**src/rtl/core_run_pkg.sv**
```systemverilog
// Shared definitions for the core run controller.
//   run_state_t         - controller FSM states
//   TOHOST_ADDR_DEFAULT - default completion mailbox address
//   PASS_CODE           - tohost value that signals a passing run
package core_run_pkg;

  typedef enum logic [1:0] {
    IDLE  = 2'd0,
    RESET = 2'd1,
    RUN   = 2'd2,
    DONE  = 2'd3
  } run_state_t;

  localparam logic [31:0] TOHOST_ADDR_DEFAULT = 32'h0000_00FC;
  localparam int          PASS_CODE           = 1;

endpackage

```
**src/rtl/sat_counter.sv**
```systemverilog
// Up-counter with synchronous clear and enable that stops at all-ones
// instead of wrapping.
//   clk, rst - clock, asynchronous active-high reset
//   clr      - synchronous clear (wins over en)
//   en       - count enable
//   count    - current value
module sat_counter #(
  parameter int W = 8
) (
  input  logic         clk,
  input  logic         rst,
  input  logic         clr,
  input  logic         en,
  output logic [W-1:0] count
);

  always_ff @(posedge clk or posedge rst) begin
    if (rst) begin
      count <= '0;
    end else if (clr) begin
      count <= '0;
    end else if (en && (count != '1)) begin
      count <= count + W'(1);
    end
  end

endmodule

```
**src/rtl/core_run_ctrl.sv**
```systemverilog
// Run controller for the single-cycle RISC-V core: holds the core in reset
// for RESET_CYCLES after start, counts RUN cycles, and ends the run on a
// write to the tohost mailbox or on the cycle limit.
//   clk, rst            - clock, asynchronous active-high reset
//   start, abort        - launch (IDLE/DONE) / cancel (RESET/RUN) a run
//   mem_we/addr/wdata   - monitored core data-memory write bus
//   core_rst_n          - active-low reset to the core
//   running, done       - run status
//   pass, timeout       - outcome flags
//   result              - latched tohost value (fail code in result[DW-1:1])
//   cycle_count         - RUN cycles elapsed
module core_run_ctrl
  import core_run_pkg::*;
#(
  parameter int            DW             = 32,
  parameter int            AW             = 32,
  parameter int            RESET_CYCLES   = 3,
  parameter int            TIMEOUT_CYCLES = 1024,
  parameter int            CNT_W          = 32,
  parameter logic [AW-1:0] TOHOST_ADDR    = AW'(TOHOST_ADDR_DEFAULT)
) (
  input  logic             clk,
  input  logic             rst,
  input  logic             start,
  input  logic             abort,
  input  logic             mem_we,
  input  logic [AW-1:0]    mem_addr,
  input  logic [DW-1:0]    mem_wdata,
  output logic             core_rst_n,
  output logic             running,
  output logic             done,
  output logic             pass,
  output logic             timeout,
  output logic [DW-1:0]    result,
  output logic [CNT_W-1:0] cycle_count
);

  localparam int               RW       = $clog2(RESET_CYCLES) + 1;
  localparam logic [RW-1:0]    RST_LAST = RW'(RESET_CYCLES - 1);
  localparam logic [CNT_W-1:0] TO_LAST  = CNT_W'(TIMEOUT_CYCLES - 1);
  localparam bit               TO_EN    = (TIMEOUT_CYCLES != 0);

  generate
    if (RESET_CYCLES < 1) begin : g_chk_rst
      $error("core_run_ctrl: RESET_CYCLES must be >= 1");
    end
    if ((CNT_W < 63) && ((64'(TIMEOUT_CYCLES) >> CNT_W) != 64'd0)) begin : g_chk_to
      $error("core_run_ctrl: TIMEOUT_CYCLES must be < 2**CNT_W");
    end
  endgenerate

  run_state_t    state, state_nx;
  logic          core_rst_n_nx, running_nx, done_nx, pass_nx, timeout_nx;
  logic [DW-1:0] result_nx;
  logic          rcnt_clr, rcnt_en, ccnt_clr, ccnt_en;
  logic [RW-1:0] rcnt;
  logic          tohost_hit, limit_hit;

  sat_counter #(.W(RW)) u_rst_cnt (
    .clk   (clk),
    .rst   (rst),
    .clr   (rcnt_clr),
    .en    (rcnt_en),
    .count (rcnt)
  );

  // Counter saturation is what keeps cycle_count from wrapping when the
  // timeout is disabled; with a limit it never gets that far.
  sat_counter #(.W(CNT_W)) u_cyc_cnt (
    .clk   (clk),
    .rst   (rst),
    .clr   (ccnt_clr),
    .en    (ccnt_en),
    .count (cycle_count)
  );

  assign tohost_hit = mem_we && (mem_addr == TOHOST_ADDR);
  assign limit_hit  = TO_EN && (cycle_count == TO_LAST);

  // Outputs are registered: their next values are decided here alongside
  // the next state, so core_rst_n/running change on the same edge as state.
  always_comb begin
    state_nx      = state;
    core_rst_n_nx = 1'b0;
    running_nx    = 1'b0;
    done_nx       = done;
    pass_nx       = pass;
    timeout_nx    = timeout;
    result_nx     = result;
    rcnt_clr      = 1'b0;
    rcnt_en       = 1'b0;
    ccnt_clr      = 1'b0;
    ccnt_en       = 1'b0;

    unique case (state)
      IDLE, DONE: begin
        if (start) begin
          state_nx   = RESET;
          rcnt_clr   = 1'b1;
          done_nx    = 1'b0;
          pass_nx    = 1'b0;
          timeout_nx = 1'b0;
          result_nx  = '0;
        end
      end
      RESET: begin
        rcnt_en = 1'b1;
        if (abort) begin
          state_nx = IDLE;
        end else if (rcnt == RST_LAST) begin
          state_nx      = RUN;
          ccnt_clr      = 1'b1;
          core_rst_n_nx = 1'b1;
          running_nx    = 1'b1;
        end
      end
      RUN: begin
        // Every RUN edge counts, including the one that leaves RUN.
        ccnt_en = 1'b1;
        if (abort) begin
          state_nx = IDLE;
        end else if (tohost_hit) begin
          state_nx   = DONE;
          done_nx    = 1'b1;
          result_nx  = mem_wdata;
          pass_nx    = (mem_wdata == DW'(PASS_CODE));
          timeout_nx = 1'b0;
        end else if (limit_hit) begin
          state_nx   = DONE;
          done_nx    = 1'b1;
          timeout_nx = 1'b1;
          pass_nx    = 1'b0;
          result_nx  = '0;
        end else begin
          core_rst_n_nx = 1'b1;
          running_nx    = 1'b1;
        end
      end
      default: state_nx = IDLE;
    endcase
  end

  always_ff @(posedge clk or posedge rst) begin
    if (rst) begin
      state      <= IDLE;
      core_rst_n <= 1'b0;
      running    <= 1'b0;
      done       <= 1'b0;
      pass       <= 1'b0;
      timeout    <= 1'b0;
      result     <= '0;
    end else begin
      state      <= state_nx;
      core_rst_n <= core_rst_n_nx;
      running    <= running_nx;
      done       <= done_nx;
      pass       <= pass_nx;
      timeout    <= timeout_nx;
      result     <= result_nx;
    end
  end

endmodule

```
**config.mk**
```make
export PLATFORM = sky130hd
export DESIGN_NAME = core_run_ctrl
export DESIGN_NICKNAME = d
export VERILOG_FILES = /design/src/rtl/core_run_pkg.sv /design/src/rtl/sat_counter.sv /design/src/rtl/core_run_ctrl.sv
export SDC_FILE = /design/constraint.sdc
export NUM_CORES = 1
export LEC_CHECK = 0
export BUFFER_PORTS_ARGS = -buffer_cell sky130_fd_sc_hd__buf_2
export CAP_MARGIN = 20
export CORE_MARGIN = 10
export CORE_UTILIZATION = 45
export CTS_CLUSTER_SIZE = 25
export DETAILED_ROUTE_END_ITERATION = 7
export MAX_ROUTING_LAYER = met4
export PLACE_DENSITY_LB_ADDON = 0.15
export SLEW_MARGIN = 20
export SYNTH_ARGS = -nofsm -noshare
export SYNTH_HDL_FRONTEND = slang
export SYNTH_SLANG_ARGS = --single-unit
```
**constraint.sdc**
```tcl
create_clock -name clk -period 2.1 [get_ports clk]
set_input_delay 0.21 -clock clk [delete_from_list [all_inputs] [get_ports clk]]
set_output_delay 0.21 -clock clk [all_outputs]
set_load 0.02 [all_outputs]
```
-- Yosys cells after proc, flatten, opt, wreduce, memory -nomap -nowiden
Index checks and enable logic that the tools add are counted.
W data, S select, Z words.
- divide/modulo/power cells: 0
- $add $sub $neg: 2
- shifts and indexed selects: 0
- bitwise operators: 0
- magnitude comparators: 0
- eq/ne operators: 14
- mux-type cells: 39
- reduce and logical (&&, ||, !) cells: 10
- $mul: 0
- operators with widths (cell ; number):
    $mux W32 ; 6
    $pmux W32 S2 ; 1
    $add A32 B1 Y32 const B ; 1
    $eq A32 B1 Y1 const B ; 1
    $eq A32 B10 Y1 const B ; 1
    $eq A32 B8 Y1 const B ; 1
    $ne A32 B32 Y1 const B ; 1
    $mux W1 ; 19
    $mux W2 ; 6
    $ne A3 B3 Y1 const B ; 3
    $pmux W1 S2 ; 4
    $mux W3 ; 2
    $pmux W2 S3 ; 1
    $reduce_bool A2 Y1 ; 3
    $eq A2 B2 Y1 const B ; 2
    $ne A2 B2 Y1 const B ; 2
    $ne A4 B4 Y1 const B ; 1
    $reduce_and A4 Y1 ; 1
    $add A3 B1 Y3 const B ; 1
    $eq A3 B2 Y1 const B ; 1
    $logic_and A1 B1 Y1 ; 3
    $reduce_and A3 Y1 ; 1
    $eq A2 B1 Y1 const B ; 1
    $logic_not A2 Y1 ; 1
    $reduce_or A2 Y1 ; 1
- word-level logic and storage cells: 73
- memory bits (writable): 0
- bits in read-only memories: 0
- bits in latches: 0
- memories: 0
- output and inout port bits: 69
- input port bits: 69
- register bits: 73

-- Logic depth before layout (Yosys ltp)
- word-level depth: 5
- mapped depth: 9
- mapped depth without buffers: 7

-- By module
A second synthesis with hierarchy kept.
- cell total of the unflattened synthesis: 345
- area total of the unflattened synthesis: 3774.9 µm²
- by module, submodules not included (module ; times used ; area an instance (µm²) ; cells each ; seq. area each (µm²)):
    core_run_ctrl ; 1 ; 1846.8 ; 143 ; 950.9
    sat_counter (u_cyc_cnt) ; 1 ; 1740.4 ; 186 ; 800.8
    sat_counter (u_rst_cnt) ; 1 ; 187.7 ; 16 ; 75.1

-- Worst setup path after synthesis
OpenSTA, ideal clock, no wires.
- path type: reg2reg
- start point: register u_cyc_cnt.count[0]
- end point: register result[0]
- path buffers: 1
- arrival time: 2.003 ns
- clock period less this slack: 2.124 ns
- stages on the path, launching flop included: 8
- data required time: 1.979 ns
- setup time: 0.121 ns
- path slack: -0.024 ns
- path through: dfrtp_1 ha_1 nand3_1 nor2_1 nand4_1 a31o_4 buf_6 a22o_1
- cells in the longest elaborated chain, start to end: 3
- ends and longest elaborated chain (element ; RTL line ; text):
    from (decl) ; sat_counter.sv:14 ; output logic [W-1:0] count
    from (signal assigned) ; sat_counter.sv:23 ; count <= count + W'(1);
    $eq A32 B10 Y1 ; core_run_ctrl.sv:78 ; assign limit_hit = TO_EN && (cycle_count == TO_LAST);
    $ne A3 B3 Y1 (no source line) ; -- ;
    $reduce_and A4 Y1 (no source line) ; -- ;
    to (signal assigned) ; core_run_ctrl.sv:159 ; result <= result_nx;
    to (decl) ; core_run_ctrl.sv:34 ; output logic [DW-1:0] result,
No other way between the ends.
A chain may end at the register's enable or synchronous reset.

-- Final worst setup path
- start point: register u_cyc_cnt.count[22]
- end point: register result[13]
The elaborated chain is that of the path after synthesis.

==> impl_summary.log <==
INFO  metric fraction_of_final_layout_cells_sized_beyond_drive_strength_1 = 41.1%
INFO  metric setup.worst_path.end_class = flop
INFO  metric wire_length_of_the_first_global_routing_pass = 19300 um
INFO  metric grt_overflow_total = 0
INFO  metric layout_min_cycle_time = 2.00 ns
INFO  metric synthesis.instances = approximately 360
INFO  metric layout_worst_path_cycle_share = roughly 95%
INFO  metric drtPass1Iterations = 5
INFO  metric fin_skew = ~0.0096 ns
INFO  metric floorplan.die.width = ~110 um
INFO  metric final_common_cell = buf_2
INFO  metric floorplan.rows = 33
INFO  metric final_cell_mix = 137 x buf_2, 72 x dfrtp_1, 45 x buf_4
INFO  metric synth.top_cell.area_share = 48.6%
INFO  metric avgRoutedWirePerCell = 18.4 um
INFO  metric clk_pin_slew_worst_paths = about 0.090 ns
INFO  metric initial_core_util = 45.9%
INFO  metric slew-limit-headroom = approximately three fifths
INFO  metric critPathRequiredTime = 2.34 ns
INFO  metric cts.sinks = 73
INFO  metric grt_max_degree = 49
INFO  metric ios = around 140
INFO  metric netlist-cell-type-count = 56
INFO  metric dp.final_hpwl = 8960 um
INFO  metric synth_async_sr_flop_share = 100%
INFO  metric worstReg2RegStart = u_cyc_cnt.count[22]$_DFFE_PP0P_
INFO  metric worst_hold_startpoint = mem_wdata[27]
INFO  metric gp_routability_congestion = 0.876
INFO  metric chipHeight = between 100 and 150 um
INFO  metric antenna_cells = 0
INFO  metric power.ir.vdd_worst = 0.638 mV
INFO  metric timing_worst_slew_pin_value = around 0.61 ns
INFO  metric hp-class = primary input to flop
INFO  metric average_via_count_per_standard_cell = between 5 and 6
INFO  metric part_of_the_yosys_area_used_for_sequential_elements = 48.6%
INFO  metric routed-via-count = about 3700
INFO  metric postSynthRegisterBits = 73
INFO  metric synth_fp_nets = approximately 440
INFO  metric final_max_slew_viol_count = 0
INFO  metric synth_largest_area_cell = dfrtp_1
INFO  metric fin_total_pwr = 5670 uW
INFO  metric syn_area = around 3800 um2
INFO  metric timing.critical_path.fanout_max = 17
INFO  metric min_path_cells = 2
INFO  metric worstHoldEndpoint = result[27]$_DFFE_PP0P_
INFO  metric critPathKind = flop to flop
INFO  metric grt_pass1_vias = about 3700
INFO  metric regToRegEndpoint = result[13]$_DFFE_PP0P_
INFO  metric floorplan.die_area = between 10000 and 15000 um2
INFO  metric run_status = finished clean
INFO  metric worstRegToRegCells = 6
INFO  metric antenna_found_initial = 0
INFO  metric report.final.setup_viol = 0
INFO  metric ys.warnings.count = 0
INFO  metric critical_path_arrival = between 2 and 2.5 ns
INFO  metric hold_viol_final = 0
INFO  metric worstSkewPairLatency = 0.35 ns
INFO  metric clock_tree.htree_level_count = 3
INFO  metric cts-root-buf = clkbuf_8
INFO  metric synth_top_cells_by_area = dfrtp_1 49%, a22o_1 7.5%, a21oi_1 3.1%
INFO  metric synth-main-ff-cell = dfrtp_1
INFO  metric nNetsFinal = 612
INFO  metric finalWirelength = approximately 12000 um
INFO  metric cts_tree = built
INFO  metric synth_enable_flop_cells = 0
INFO  metric clock.fmax = 0.499 GHz
INFO  metric setup.reg_to_reg.worst_slack = between 0.09 and 0.1 ns
INFO  metric grtUsageTotal = between 10% and 20%
INFO  metric worstSetupStartpointType = flop
INFO  metric synth_area_per_cell = approximately 10 um2
INFO  metric buffer_ports.inserted = approximately 140
INFO  metric setup_repair_after_global_routing_missed_its_margin = false
INFO  metric syn_to_final_growth = 37.3%
INFO  metric final_antenna_net_count = 0
INFO  metric p_leak = about 0.0025 uW
INFO  metric utilization = 63.1%
INFO  metric cts_max_path_buffers = 2
INFO  metric coreArea = about 8200 um2
INFO  metric drt_iter0_drc = 187
INFO  metric cellPowerDensity = about 1100 nW/um2
INFO  metric number_of_max_cap_violations = 0
INFO  metric drc_violations_left = 0
INFO  metric cts_inserted_buffers = 9
cell type report:
type | count | area, um2
inverter | 9 | 37.5
timing repair buffer | 186 | 1090
clock inverter | 7 | 85.1
sequential | 73 | 1830
clock buffer | 9 | 124
multi-input combinational | 258 | 1860
tap | 105 | 131
fill | 711 | 3020
stage by stage:
stage,cells,hold WS [ns],setup WS (ns),area [um2],setup TNS (ns)
floorplan,361,0.297,0.00426,3770,0
global placement,628,0.312,-0.0415,4860,-1.30
finish,647,0.0841,0.0952,5160,0
detailed placement,628,0.322,-0.0557,4860,-1.61
global route,647,0.0801,0.00431,5160,0
CTS,645,0.0754,0.0160,5080,0
flip-flops by register name, summed over array words and instances (netlist names):
| signal | cells |
|---|---|
| state | 2 |
| pass | 1 |
| done | 1 |
| running | 1 |
| timeout | 1 |
| result | 32 |
| u_rst_cnt.count | 3 |
| u_cyc_cnt.count | 32 |
logic make-up after synthesis:
family                     after synthesis  synth area share [%]
AOI/OAI and AO/OA                       92                  18.3
muxes                                    7                  1.87
xor gates and xnor gates                 9                  2.10
and+or+nand+nor                        143                  23.1
adders and majority gates                6                  2.00
DFF                                     73                  48.6
buffers and inverters                   31                  4.06
Yosys cell counts, types with 2 or more instances:
master	count
dfrtp_1	73
a22o_1	32
a21oi_1	23
nand2_1	18
nor2_1	18
nor4_1	18
nand4_1	16
nand3_1	14
or3_1	11
clkbuf_1	10
o21ai_1	10
buf_2	8
inv_1	8
and4_1	7
mux2i_1	7
or4_1	7
xnor2_1	7
ha_1	6
nor3_1	6
o31ai_1	5
nand2b_1	4
a2111oi_0	3
and2_1	3
and3_1	3
buf_6	3
nor2b_1	3
o21ai_0	3
a31oi_1	2
and4b_1	2
nand4b_1	2
nor4b_2	2
o41ai_1	2
xor2_1	2
per-layer routing:
| layer | global-route usage (%) | vias up | wire, um |
|---|---|---|---|
| li1 | - | 1751 | - |
| met1 | 24.7 | 1794 | 5460 |
| met2 | 30.1 | 118 | 5770 |
| met3 | 3.17 | 15 | 503 |
| met4 | 5.91 | 0 | 153 |
| met5 | - | - | 0 |
power by group:
group          leakage [uW]  switching (uW)  total (uW)  internal (uW)
Sequential         0.000989             362        2070           1700
Clock              0.000100             628        1200            574
Combinational       0.00145            1410        2400            991
Total               0.00254            2400        5670           3270
how the worst max path moves through the flow:
| stage | cells after the start | startpoint | slack, ns | end |
|---|---|---|---|---|
| 2_1_floorplan | 8 | u_cyc_cnt.count[24]$_DFFE_PP0P_ | 0.004 | u_cyc_cnt.count[2]$_DFFE_PP0P_ |
| 3_3_place_gp | 6 | mem_addr[29] | -0.04 | result[2]$_DFFE_PP0P_ |
| 3_5_place_dp | 6 | mem_addr[29] | -0.06 | result[13]$_DFFE_PP0P_ |
| 4_1_cts | 5 | u_cyc_cnt.count[26]$_DFFE_PP0P_ | 0.02 | result[13]$_DFFE_PP0P_ |
| 5_1_grt | 7 | u_cyc_cnt.count[22]$_DFFE_PP0P_ | 0.004 | state[1]$_DFFE_PP0P_ |
| 6_report | 6 | u_cyc_cnt.count[22]$_DFFE_PP0P_ | 0.1 | result[13]$_DFFE_PP0P_ |
worst max-delay path, cell delays in order (launching register included):
cell,delay (ns)
dfrtp_1,0.45
nor4_2,0.35
and4_1,0.26
nand4_1,0.08
buf_4,0.19
a31o_4,0.30
a22o_1,0.25
repair_timing:
action,CTS,global route
endpoints found under the setup margin,12,46
setup buffers,0,1
cloned,0,1
endpoints found under the hold margin,25,0
hold buffers,1,0
pin swaps,1,0
gates resized for setup,0,14
Power figures use the tool's default switching activity.
